==> config.mk <==
export PLATFORM = sky130hd
export DESIGN_NAME = prom_fetch_bridge_flat
export DESIGN_NICKNAME = d
export VERILOG_FILES = /design/src/rtl/prom_fetch_bridge_if.sv /design/src/rtl/prom_fetch_bridge.sv /design/src/flat_wrapper.sv
export SDC_FILE = /design/constraint.sdc
export NUM_CORES = 1
export LEC_CHECK = 0
export ABC_AREA = 1
export CAP_MARGIN = 20
export CORE_MARGIN = 2
export CORE_UTILIZATION = 63
export DETAILED_ROUTE_END_ITERATION = 16
export DONT_BUFFER_PORTS = 1
export PLACE_DENSITY = 0.81
export SYNTH_ARGS = -nofsm -noshare
export SYNTH_HDL_FRONTEND = slang
export SYNTH_SLANG_ARGS = --single-unit
==> constraint.sdc <==
create_clock -name clk -period 3.8 [get_ports clk]
set_clock_uncertainty 0.15 [all_clocks]
set_input_delay 0.76 -clock clk [delete_from_list [all_inputs] [get_ports clk]]
set_output_delay 0.76 -clock clk [all_outputs]
set_load 0.005 [all_outputs]
==> src/rtl/prom_fetch_bridge_if.sv <==
// Bus bundle between the instruction-fetch stage, prom_fetch_bridge and
// the Gowin pROM macro. The slave modport is the bridge's view; the master
// modport is the view of the environment (fetch stage plus ROM).
interface prom_fetch_bridge_if #(
    parameter int ROM_AW = 10
);
    // fetch request channel
    logic              req_valid;
    logic              req_ready;
    logic [31:0]       req_addr;
    // fetch response channel
    logic              rsp_valid;
    logic              rsp_ready;
    logic [31:0]       rsp_data;
    logic              rsp_err;
    // pROM pins
    logic [ROM_AW-1:0] rom_ad;
    logic              rom_ce;
    logic              rom_oce;
    logic              rom_reset;
    logic [31:0]       rom_dout;

    modport slave (
        input  req_valid, req_addr, rsp_ready, rom_dout,
        output req_ready, rsp_valid, rsp_data, rsp_err,
        output rom_ad, rom_ce, rom_oce, rom_reset
    );

    modport master (
        output req_valid, req_addr, rsp_ready, rom_dout,
        input  req_ready, rsp_valid, rsp_data, rsp_err,
        input  rom_ad, rom_ce, rom_oce, rom_reset
    );
endinterface

==> src/rtl/prom_fetch_bridge.sv <==
// prom_fetch_bridge: fetch-bus initiator for a 2^ROM_AW x 32 pROM in
// pipelined read mode (address register + output register).
// Every accepted request carries a (valid, err) tag through a two-stage
// shift register that tracks the ROM's address and output stages; the tag
// leaving stage 2 pushes rom_dout (or zero for an error) into the response
// FIFO. Requests are only accepted while tags in flight plus FIFO entries
// are below RSP_DEPTH, so a FIFO slot always exists when ROM data arrives.
// Optional feature: define PROM_FETCH_ERR_EN to flag misaligned or
// out-of-range addresses with rsp_err instead of aliasing them.
module prom_fetch_bridge #(
    parameter int ROM_AW    = 10,
    parameter int RSP_DEPTH = 4
) (
    input  logic                 clk,
    input  logic                 rst_n,
    prom_fetch_bridge_if.slave   bus
);
    localparam int PW = $clog2(RSP_DEPTH);
    localparam int CW = PW + 1;
    localparam int OW = CW + 1;

    typedef struct packed {
        logic        err;
        logic [31:0] data;
    } rsp_t;

    typedef enum logic {
        ST_ROM_RST,
        ST_RUN
    } state_e;

    state_e         state_q, state_d;
    logic           rom_rst;
    logic           bad;
    logic           accept;
    logic           push;
    logic           pop;
    logic           rsp_vld;
    logic [OW-1:0]  occ;
    logic [1:0]     vld_pipe_q, vld_pipe_d;
    logic [1:0]     err_pipe_q, err_pipe_d;
    logic [PW-1:0]  wptr_q, wptr_d;
    logic [PW-1:0]  rptr_q, rptr_d;
    logic [CW-1:0]  cnt_q, cnt_d;
    rsp_t           mem_q [RSP_DEPTH];
    rsp_t           push_ent;
    rsp_t           head;

    // ROM reset sequencer state: reset forces ST_ROM_RST asynchronously
    always_ff @(posedge clk or negedge rst_n) begin
        if (!rst_n) state_q <= ST_ROM_RST;
        else        state_q <= state_d;
    end

    // hold rom_reset for exactly the first edge after reset release
    always_comb begin
        state_d = state_q;
        rom_rst = 1'b0;
        case (state_q)
            ST_ROM_RST: begin
                rom_rst = 1'b1;
                state_d = ST_RUN;
            end
            ST_RUN: state_d = ST_RUN;
        endcase
    end

`ifdef PROM_FETCH_ERR_EN
    assign bad = (bus.req_addr[1:0] != 2'b00) | (bus.req_addr[31:ROM_AW+2] != '0);
`else
    // without error checking the low bits are ignored and upper bits alias
    logic unused_addr;
    assign bad         = 1'b0;
    assign unused_addr = ^{bus.req_addr[31:ROM_AW+2], bus.req_addr[1:0]};
`endif

    // credit: reads in flight plus queued responses must stay below depth
    assign occ    = OW'(vld_pipe_q[0]) + OW'(vld_pipe_q[1]) + OW'(cnt_q);
    assign bus.req_ready = ~rom_rst & (occ < OW'(RSP_DEPTH));
    assign accept = bus.req_valid & bus.req_ready;

    assign bus.rom_ad    = bus.req_addr[ROM_AW+1:2];
    assign bus.rom_ce    = accept & ~bad;
    assign bus.rom_oce   = ~rom_rst;
    assign bus.rom_reset = rom_rst;

    // tag shift: bit 0 mirrors the ROM address stage, bit 1 its output stage
    always_comb begin
        vld_pipe_d = {vld_pipe_q[0], accept};
        err_pipe_d = {err_pipe_q[0], accept & bad};
    end

    // tag pipeline registers; reset discards reads in flight
    always_ff @(posedge clk or negedge rst_n) begin
        if (!rst_n) begin
            vld_pipe_q <= '0;
            err_pipe_q <= '0;
        end else begin
            vld_pipe_q <= vld_pipe_d;
            err_pipe_q <= err_pipe_d;
        end
    end

    assign rsp_vld       = (cnt_q != '0);
    assign push          = vld_pipe_q[1];
    assign pop           = rsp_vld & bus.rsp_ready;
    assign push_ent.err  = err_pipe_q[1];
    assign push_ent.data = err_pipe_q[1] ? 32'h0 : bus.rom_dout;

    // FIFO pointer/count next state; simultaneous push and pop keep count
    always_comb begin
        wptr_d = wptr_q + PW'(push);
        rptr_d = rptr_q + PW'(pop);
        cnt_d  = cnt_q + CW'(push) - CW'(pop);
    end

    // FIFO pointers and count; reset empties the queue immediately
    always_ff @(posedge clk or negedge rst_n) begin
        if (!rst_n) begin
            wptr_q <= '0;
            rptr_q <= '0;
            cnt_q  <= '0;
        end else begin
            wptr_q <= wptr_d;
            rptr_q <= rptr_d;
            cnt_q  <= cnt_d;
        end
    end

    // FIFO storage; contents are don't-care until written, outputs are gated
    always_ff @(posedge clk) begin
        if (push) mem_q[wptr_q] <= push_ent;
    end

    assign head          = mem_q[rptr_q];
    assign bus.rsp_valid = rsp_vld;
    assign bus.rsp_data  = rsp_vld ? head.data : 32'h0;

`ifdef PROM_FETCH_ERR_EN
    assign bus.rsp_err = rsp_vld & head.err;
`else
    logic unused_err;
    assign bus.rsp_err = 1'b0;
    assign unused_err  = head.err;
`endif

endmodule

==> src/flat_wrapper.sv <==
// flat-port wrapper written by rule: the top's interface ports become plain ports
module prom_fetch_bridge_flat 
#(
    parameter int ROM_AW    = 10,
    parameter int RSP_DEPTH = 4
)
  (clk, rst_n, bus_req_valid, bus_req_addr, bus_rsp_ready, bus_rom_dout, bus_req_ready, bus_rsp_valid, bus_rsp_data, bus_rsp_err, bus_rom_ad, bus_rom_ce, bus_rom_oce, bus_rom_reset);
  prom_fetch_bridge_if #(.ROM_AW(ROM_AW)) bus_i ();
  input  logic clk;
  input  logic rst_n;
  input wire logic [$bits(bus_i.req_valid)-1:0] bus_req_valid;
  input wire logic [$bits(bus_i.req_addr)-1:0] bus_req_addr;
  input wire logic [$bits(bus_i.rsp_ready)-1:0] bus_rsp_ready;
  input wire logic [$bits(bus_i.rom_dout)-1:0] bus_rom_dout;
  output wire logic [$bits(bus_i.req_ready)-1:0] bus_req_ready;
  output wire logic [$bits(bus_i.rsp_valid)-1:0] bus_rsp_valid;
  output wire logic [$bits(bus_i.rsp_data)-1:0] bus_rsp_data;
  output wire logic [$bits(bus_i.rsp_err)-1:0] bus_rsp_err;
  output wire logic [$bits(bus_i.rom_ad)-1:0] bus_rom_ad;
  output wire logic [$bits(bus_i.rom_ce)-1:0] bus_rom_ce;
  output wire logic [$bits(bus_i.rom_oce)-1:0] bus_rom_oce;
  output wire logic [$bits(bus_i.rom_reset)-1:0] bus_rom_reset;
  assign bus_i.req_valid = bus_req_valid;
  assign bus_i.req_addr = bus_req_addr;
  assign bus_i.rsp_ready = bus_rsp_ready;
  assign bus_i.rom_dout = bus_rom_dout;
  assign bus_req_ready = bus_i.req_ready;
  assign bus_rsp_valid = bus_i.rsp_valid;
  assign bus_rsp_data = bus_i.rsp_data;
  assign bus_rsp_err = bus_i.rsp_err;
  assign bus_rom_ad = bus_i.rom_ad;
  assign bus_rom_ce = bus_i.rom_ce;
  assign bus_rom_oce = bus_i.rom_oce;
  assign bus_rom_reset = bus_i.rom_reset;
  prom_fetch_bridge #(.ROM_AW(ROM_AW), .RSP_DEPTH(RSP_DEPTH)) u_core (.clk(clk), .rst_n(rst_n), .bus(bus_i));
endmodule
# == Word level (Yosys, flattened, before mapping) ==
# Memory sizes are Yosys's and may differ from the RTL's.
# Cells that the tools add are included.
# classes
addsub,6
n_reduce_logical,1
n_lt_le_gt_ge,1
muxes,4
n_bitwise,3
# ops
cell,n
2-to-1 mux 32 bit,1
adder 2 x 1 -> 2 bit,2
adder 4 x 3 -> 4 bit,1
"< comparator 4 x 3 -> 1 bit, second input constant",1
adder 3 x 1 -> 3 bit,1
bitwise AND 1 bit,3
2-to-1 mux 1 bit,3
nonzero test 3 bit,1
subtractor 3 x 1 -> 3 bit,1
adder 1 x 1 -> 2 bit,1
# word_totals
wordCells,21
out_inout_bits,48
ram_bits,128
register_bits,10
n_memories,1
# mem_list
name,words,width,read_ports,rd_ports_with_merged_regs,wr,line_no,rtl
u_core.mem_q,4,32,1,0,1,prom_fetch_bridge.sv:45,rsp_t mem_q [RSP_DEPTH];

# == Depth between registers and ports, before layout ==
# Gate-level depths: netlist of run 1.
# depth
depth_word,5
mapped_depth,11

# == Least setup slack after synthesis of run 1 ==
# OpenSTA, ideal clock, no wires.
# synth_timing
path_kind,flip-flop to flip-flop
startpoint,register u_core.vld_pipe_q[1]
endpoint,"memory u_core.mem_q[3][0] (netlist name), enable pin"
setup_time_ps,461
synth_period_minus_slack_ps,3319
arrival_time_ps,2707
path_slack_ps,481
t_required_ps,3189
stages_incl_launch_ff,3
path_buffers,0
cell_sequence,dfrtp_1 inv_1 nor3_1
# synth_via
elab_chain_cells,2
# synth_lines
element,line_no,rtl
from (decl),prom_fetch_bridge.sv:40,"logic [1:0] vld_pipe_q, vld_pipe_d;"
from (signal assigned),prom_fetch_bridge.sv:99,vld_pipe_q <= vld_pipe_d;
2-to-1 mux 1 bit,prom_fetch_bridge.sv:132,if (push) mem_q[wptr_q] <= push_ent;
2-to-1 mux 1 bit (implied by the code),prom_fetch_bridge.sv:132,
to (decl),prom_fetch_bridge.sv:45,
# Every way passes these cells.

# == Final worst setup path of run 1 ==
# layout_timing
startpoint,register u_core.cnt_q[1]
endpoint,output bus_rsp_data[0]
# layout_via
elab_chain_cells,2
# layout_lines
element,line_no,rtl
from (decl),prom_fetch_bridge.sv:44,"logic [CW-1:0] cnt_q, cnt_d;"
from (signal assigned),prom_fetch_bridge.sv:126,cnt_q <= cnt_d;
nonzero test 3 bit,prom_fetch_bridge.sv:104,assign rsp_vld = (cnt_q != '0);
via bus_rsp_valid,flat_wrapper.sv:16,output wire logic [$bits(bus_i.rsp_valid)-1:0] bus_rsp_valid;
2-to-1 mux 32 bit,prom_fetch_bridge.sv:137,assign bus.rsp_data = rsp_vld ? head.data : 32'h0;
to (decl),flat_wrapper.sv:17,output wire logic [$bits(bus_i.rsp_data)-1:0] bus_rsp_data;
# The timed path passes the listed nets, and every way through them passes these cells.

==> run summary, run 1 <==
Final #Nets - 640
YS warnings - 0
Synth cell types - 21
clock latency on the worst-skew pair - 0.52 ns
sequential share of power - 40.5%
hold path start - bus_rom_dout[8]
switching pwr - 1.64 mW
synthesized area per cell - 10.6 um^2
worst hold-check path type - in2reg
Initial DRC Count - 217
dpl cells - 675
layout cells sized above 1 - 8.79%
GP Congestion - 0.714
Antenna Cells - 0
Slew HR - 48.6%
first-pass GRT wire length - 16800 um
Crit. End Element - output port
grt met1 use - 23.5%
Detailed Route WL - 11200 um
Max stage delay on crit path - 0.59 ns
Clock Tree Buf Depth - 2
pre-CTS WS - 1.19 ns
M3 GR Usage - 8.89%
unrepaired setup endpoints after global routing - no
post-cts sizing count - 0
Worst Path Arrival - 2.24 ns
switching share of power - 35.2%
post-DP HPWL - 6470 um
Port-buffer cells - 0
cell breakdown of the critical path - inv_1 -> nand2_2 -> inv_1 -> buf_4 -> a21oi_1
GR Util met2 - 39.2%
Max Slew Vio Count - 0
Root Buffer Master - clkbuf_8
DRC - 0
Post-Layout Cell Count - 709
r2r startpoint - u_core.cnt_q[1]$_DFF_PN0_
largest net degree at the start of global routing - 68
power density over the cells - 706 nW/um^2
global route hottest layer - met2
WP buf/inv - 3
Mapped Area - 6040 um^2
Max Cap Viol - 0
crit path time final - 3.15 ns
Worst Tran Pin Value - 0.770 ns
highest-delay cell along the critical path - inv_1
Leak - 2.91 nW
I/O pin count - 116
Inserted Clock Buffers - 17
fin crit share - 82.9%
Total Power - 4.67 mW
final hold viol count - 0
Comb power frac - 28.5%
Critical Path Start - u_core.cnt_q[1]$_DFF_PN0_
Initial DRT Pass Iterations - 4
Crit path required time - 2.89 ns
f_max - 0.317 GHz
synthesized flop and latch total - 138
CTS sink cnt - 138
core area - 9280 um^2
H-tree Lvls - 4
CTS tree - built
Mapped Cells - 571
Initial Util - 65.0%
Util after Layout - 71.2%
P&R area growth vs syn - 9.54%
Worst Setup Start Kind - flip-flop
Routed WL per cell - 15.8 um
final setup TNS - 0 ns
top cell type's share of synthesized area - 63.7%
worst setup path category - reg2out
Pint - 3.02 mW
Setup violations, final - 0
Via density - 5.18
CP most frequent cell - inv_1
vias - 3676
CP delay by family, top - buffers and inverters
die footprint - 10400 um^2
clock share of power - 31.0%
area leader, netlist - edfxtp_1
initial antenna violation count - 0
Die H - 102 um
main area contributors after synthesis - edfxtp_1 64%, nand2_1 8.6%, inv_1 8.5%
register area share after synthesis - 67.8%
run status - finished clean
vias in the first global route - 3641
Die W - 102 um
final setup margin - 0.648 ns
Worst VDD drop - 464 uV
clk slew on worst S/H paths - 0.07 ns
Syn Nets - 644
GRT Util Overall - 22.5%
CP Max Fanout - 19
grt total ovfl - 0
num rows - 35
Final ANT Viol Nets - 0
metrics by stage:
step / instance area, um^2 / hold WS (ns)
after floorplan: 6040 / 0.210
after global placement: 6050 / 0.218
after detailed placement: 6050 / 0.235
after CTS: 6590 / 0.164
after global routing: 6610 / 0.155
final: 6610 / 0.179
flip-flops by register name, indices dropped and copies added, names as in the netlist:
signal / cells
u_core.bus.rom_oce: 1
u_core.cnt_q: 3
u_core.mem_q: 128
u_core.rptr_q: 2
u_core.vld_pipe_q: 2
u_core.wptr_q: 2
power groups by stage:
stage / sequential [mW] / combinational, mW / clock (mW)
6_report: 1.89 / 1.33 / 1.45
5_1_grt: 1.90 / 1.48 / 1.52
4_1_cts: 1.89 / 1.32 / 1.46
3_5_place_dp: 1.92 / 1.31 / 0
3_3_place_gp: 1.91 / 1.25 / 0
2_1_floorplan: 1.91 / 1.09 / 0
layer usage:
metal  up-vias  wire length [um]
li1       1787                 -
met5         -                 0
met3        25              1110
met2       145              5730
met1      1719              4080
met4         0               263
Yosys cell counts:
cell	count
ha_1	4
nand2_1	139
buf_6	8
inv_2	2
nand2_2	1
and3_1	1
clkbuf_1	4
fa_1	1
dfrtp_1	10
nor2_1	3
a21oi_1	32
buf_4	11
nor3_1	5
inv_1	137
xnor2_1	1
xor2_1	1
buf_2	13
conb_1	2
edfxtp_1	128
nand4_1	1
nand3_1	67
timing repair:
item,in CTS,in global routing
hold buffers,1,0
buffers inserted,0,0
hold endpoints to repair,10,0
cell families (layout without fill, tap and decap cells):
logic type | Yosys count | in the layout | share of synthesized area (%)
and+or+nand+nor | 217 | 217 | 15.1
adders and majority gates | 5 | 5 | 1.16
xor gates and xnor gates | 2 | 2 | 0.290
other | 2 | 2 | 0.124
AOI/OAI and AO/OA | 32 | 32 | 2.65
buffers and inverters | 175 | 184 | 12.8
DFF | 138 | 138 | 67.8
final timing paths:
kind | slack, ns | to | depth (start not counted)
worst min-delay path | 0.18 | u_core.mem_q[3][8]$_DFFE_PP_ | 0
worst max-delay path | 0.65 | bus_rsp_data[0] | 5
min in group asynchronous | 0.48 | u_core.cnt_q[2]$_DFF_PN0_ | 1
max in group asynchronous | 2.66 | u_core.rptr_q[0]$_DFF_PN0_ | 1
worst min register to register | 0.25 | u_core.vld_pipe_q[1]$_DFF_PN0_ | 0
worst max register to register | 1.77 | u_core.cnt_q[2]$_DFF_PN0_ | 10
area by class of cell:
type	instances	area [um^2]
clock buffers	18	418
multi-input cells	258	1190
repair buffers	13	113
clock inverters	14	115
inverters	139	522
flip-flops and latches	138	4100
fillers	629	2670
well taps	129	161
cells in the final DEF (no fill, tap or decap), drive strengths merged:
cell type	instances
and3	1
clkbuf	18
fa	1
nand2	140
edfxtp	128
clkinvlp	5
clkinv	4
ha	4
nand4	1
nand3	67
xor2	1
nor2	3
inv	144
dfrtp	10
a21oi	32
buf	12
conb	2
xnor2	1
nor3	5
dlygate4sd3	1
worst register-to-register path, delay by kind of cell (launching register included):
| kind | cells | cell delay, ns |
|---|---|---|
| adder cells (fa/ha/maj) | 2 | 0.57 |
| flip-flops | 1 | 0.41 |
| AND/OR/NAND/NOR | 5 | 0.43 |
| buffers and inverters | 2 | 0.18 |
| XOR/XNOR | 1 | 0.19 |
(Power assumes the default switching activity.)
==> run 2, diff against run 1 <==
- clock period: 3.8 -> 3.15 ns (I/O delays scaled with it)
==> run summary, run 2 (synthesized netlist as in run 1, its figures left out) <==
Routed WL per cell - 16.1 um (was 15.8 um)
power density over the cells - 884 nW/um^2 (was 706 nW/um^2)
pre-CTS WS - 1.01 ns (was 1.19 ns)
Hold Path Sink - u_core.mem_q[0][22]$_DFFE_PP_ (was u_core.mem_q[3][8]$_DFFE_PP_)
layout cells sized above 1 - 9.12% (was 8.79%)
Worst VDD drop - 722 uV (was 464 uV)
Via density - 5.19 (was 5.18)
run status - finished clean (unchanged)
largest registers - u_core.mem_q (128), u_core.cnt_q (3) (unchanged)
commonest non-fill, non-tap cell in the layout - nand2_1 (unchanged)
first-pass GRT wire length - 17700 um (was 16800 um)
core area - 9280 um^2 (unchanged)
Crit. End Element - output port (unchanged)
largest net degree at the start of global routing - 68 (unchanged)
Total Power - 5.91 mW (was 4.67 mW)
unrepaired setup endpoints after global routing - no (unchanged)
worst setup path category - reg2out (unchanged)
Detailed Route WL - 11400 um (was 11200 um)
f_max - 0.368 GHz
H-tree Lvls - 4 (unchanged)
Root Buffer Master - clkbuf_8 (unchanged)
Most flops, register - u_core.mem_q (unchanged)
clock latency on the worst-skew pair - 0.52 ns (about the same)
vias - 3688 (was 3676)
worst hold-check path type - in2reg (unchanged)
vias in the first global route - 3797 (was 3641)
Initial DRT Pass Iterations - 4 (unchanged)
Clock Tree Buf Depth - 2 (unchanged)
crit path time final - 2.72 ns
Util after Layout - 72.0% (was 71.2%)
num rows - 35 (unchanged)
CTS sink cnt - 138 (unchanged)
Reg2Reg Setup Slack - 1.06 ns (was 1.77 ns)
Die W - 102 um (unchanged)
Worst Setup Start Kind - flip-flop (unchanged)
Worst Path Arrival - 1.94 ns (was 2.24 ns)
Setup Fix Bufs, Post-CTS - 0 (unchanged)
DRC - 0 (unchanged)
commonest non-fill, non-tap cells in the layout - 139 x nand2_1, 137 x inv_1, 128 x edfxtp_1, 67 x nand3_1, 32 x a21oi_1 (unchanged)
fin crit share - 86.3%
final hold viol count - 0 (unchanged)
R2R Path End - u_core.cnt_q[2]$_DFF_PN0_ (unchanged)
Antenna Cells - 0 (unchanged)
WHS - 0.0531 ns (was 0.179 ns)
Register-to-Register Path Depth - 10 (unchanged)
Max Slew Vio Count - 0 (unchanged)
Initial DRC Count - 190 (was 217)
post-cts sizing count - 0 (unchanged)
CTS tree - built (unchanged)
P&R area growth vs syn - 10.8% (was 9.54%)
final setup TNS - 0 ns (unchanged)
Final #Nets - 641 (was 640)
CP Max Fanout - 33 (was 19)
Crit path required time - 2.37 ns (was 2.89 ns)
Final ANT Viol Nets - 0 (unchanged)
grt total ovfl - 0 (unchanged)
hold path start - bus_rom_dout[22] (was bus_rom_dout[8])
Post-Layout Cell Count - 710 (was 709)
r2r startpoint - u_core.cnt_q[1]$_DFF_PN0_ (unchanged)
clk slew on worst S/H paths - 0.06 ns (was 0.07 ns)
CTS Hold Bufs - 1 (unchanged)
hold path depth - 0 (unchanged)
Slew HR - 50.9% (was 48.6%)
Setup violations, final - 0 (unchanged)
Port-buffer cells - 0 (unchanged)
dpl cells - 677 (was 675)
Worst Tran Pin Value - 0.737 ns (was 0.770 ns)
fillcell total - 614 (was 629)
Leak - 2.97 nW (was 2.91 nW)
die footprint - 10400 um^2 (unchanged)
final setup margin - 0.431 ns (was 0.648 ns)
max reg flops - 128 (unchanged)
Max Cap Viol - 0 (unchanged)
Die H - 102 um (unchanged)
I/O pin count - 116 (unchanged)
Inserted Clock Buffers - 17 (unchanged)
GP Congestion - 0.717 (was 0.714)
cell area after layout - 6690 um^2 (was 6610 um^2)
GRT Util Overall - 23.6% (was 22.5%)
Initial Util - 65.0% (unchanged)
initial antenna violation count - 0 (unchanged)
placed standard-cell area - 6080 um^2 (was 6050 um^2)
post-DP HPWL - 6500 um (was 6470 um)
==> run 2: critical path, stage by stage (launching register included) <==
cell	delay, ns
dfrtp_1	0.38
inv_2	0.54
nand3_1	0.18
a21oi_1	0.31
==> run 2: layout make-up <==
cell class	instances	area, um^2	area share (%)
repair buffers	14	120	1.80
flip-flops and latches	138	4100	61.2
clock buffers	17	414	6.19
well taps	129	161	2.41
clock inverters	15	189	2.82
inverters	139	522	7.80
multi-input cells	258	1190	17.8
==> run 2: how the worst max path moves through the flow <==
stage,cells past startpoint,end,start,slack (ns)
after floorplan,2,u_core.mem_q[3][0]$_DFFE_PP_,u_core.vld_pipe_q[1]$_DFF_PN0_,-0.17
after global placement,3,bus_rsp_data[0],u_core.rptr_q[1]$_DFF_PN0_,1.04
after detailed placement,3,bus_rsp_data[31],u_core.rptr_q[1]$_DFF_PN0_,1.01
after CTS,3,bus_rsp_data[0],u_core.rptr_q[1]$_DFF_PN0_,0.43
after global routing,3,bus_rsp_data[31],u_core.rptr_q[1]$_DFF_PN0_,0.37
final,3,bus_rsp_data[19],u_core.rptr_q[1]$_DFF_PN0_,0.43
==> run 2: metal layers <==
layer	GRT usage (%)	up-vias	share of wire [%]
li1	-	1789	-
met1	23.9	1741	37
met2	41.9	143	53
met3	10.2	15	9.2
met4	11.0	0	1.2
met5	0	-	0
==> run 2: power breakdown <==
part,switching [mW],internal [mW],leakage (nW)
Clock,0.769,1.22,0.296
Sequential,0.0775,2.20,1.28
Combinational,1.17,0.475,1.40
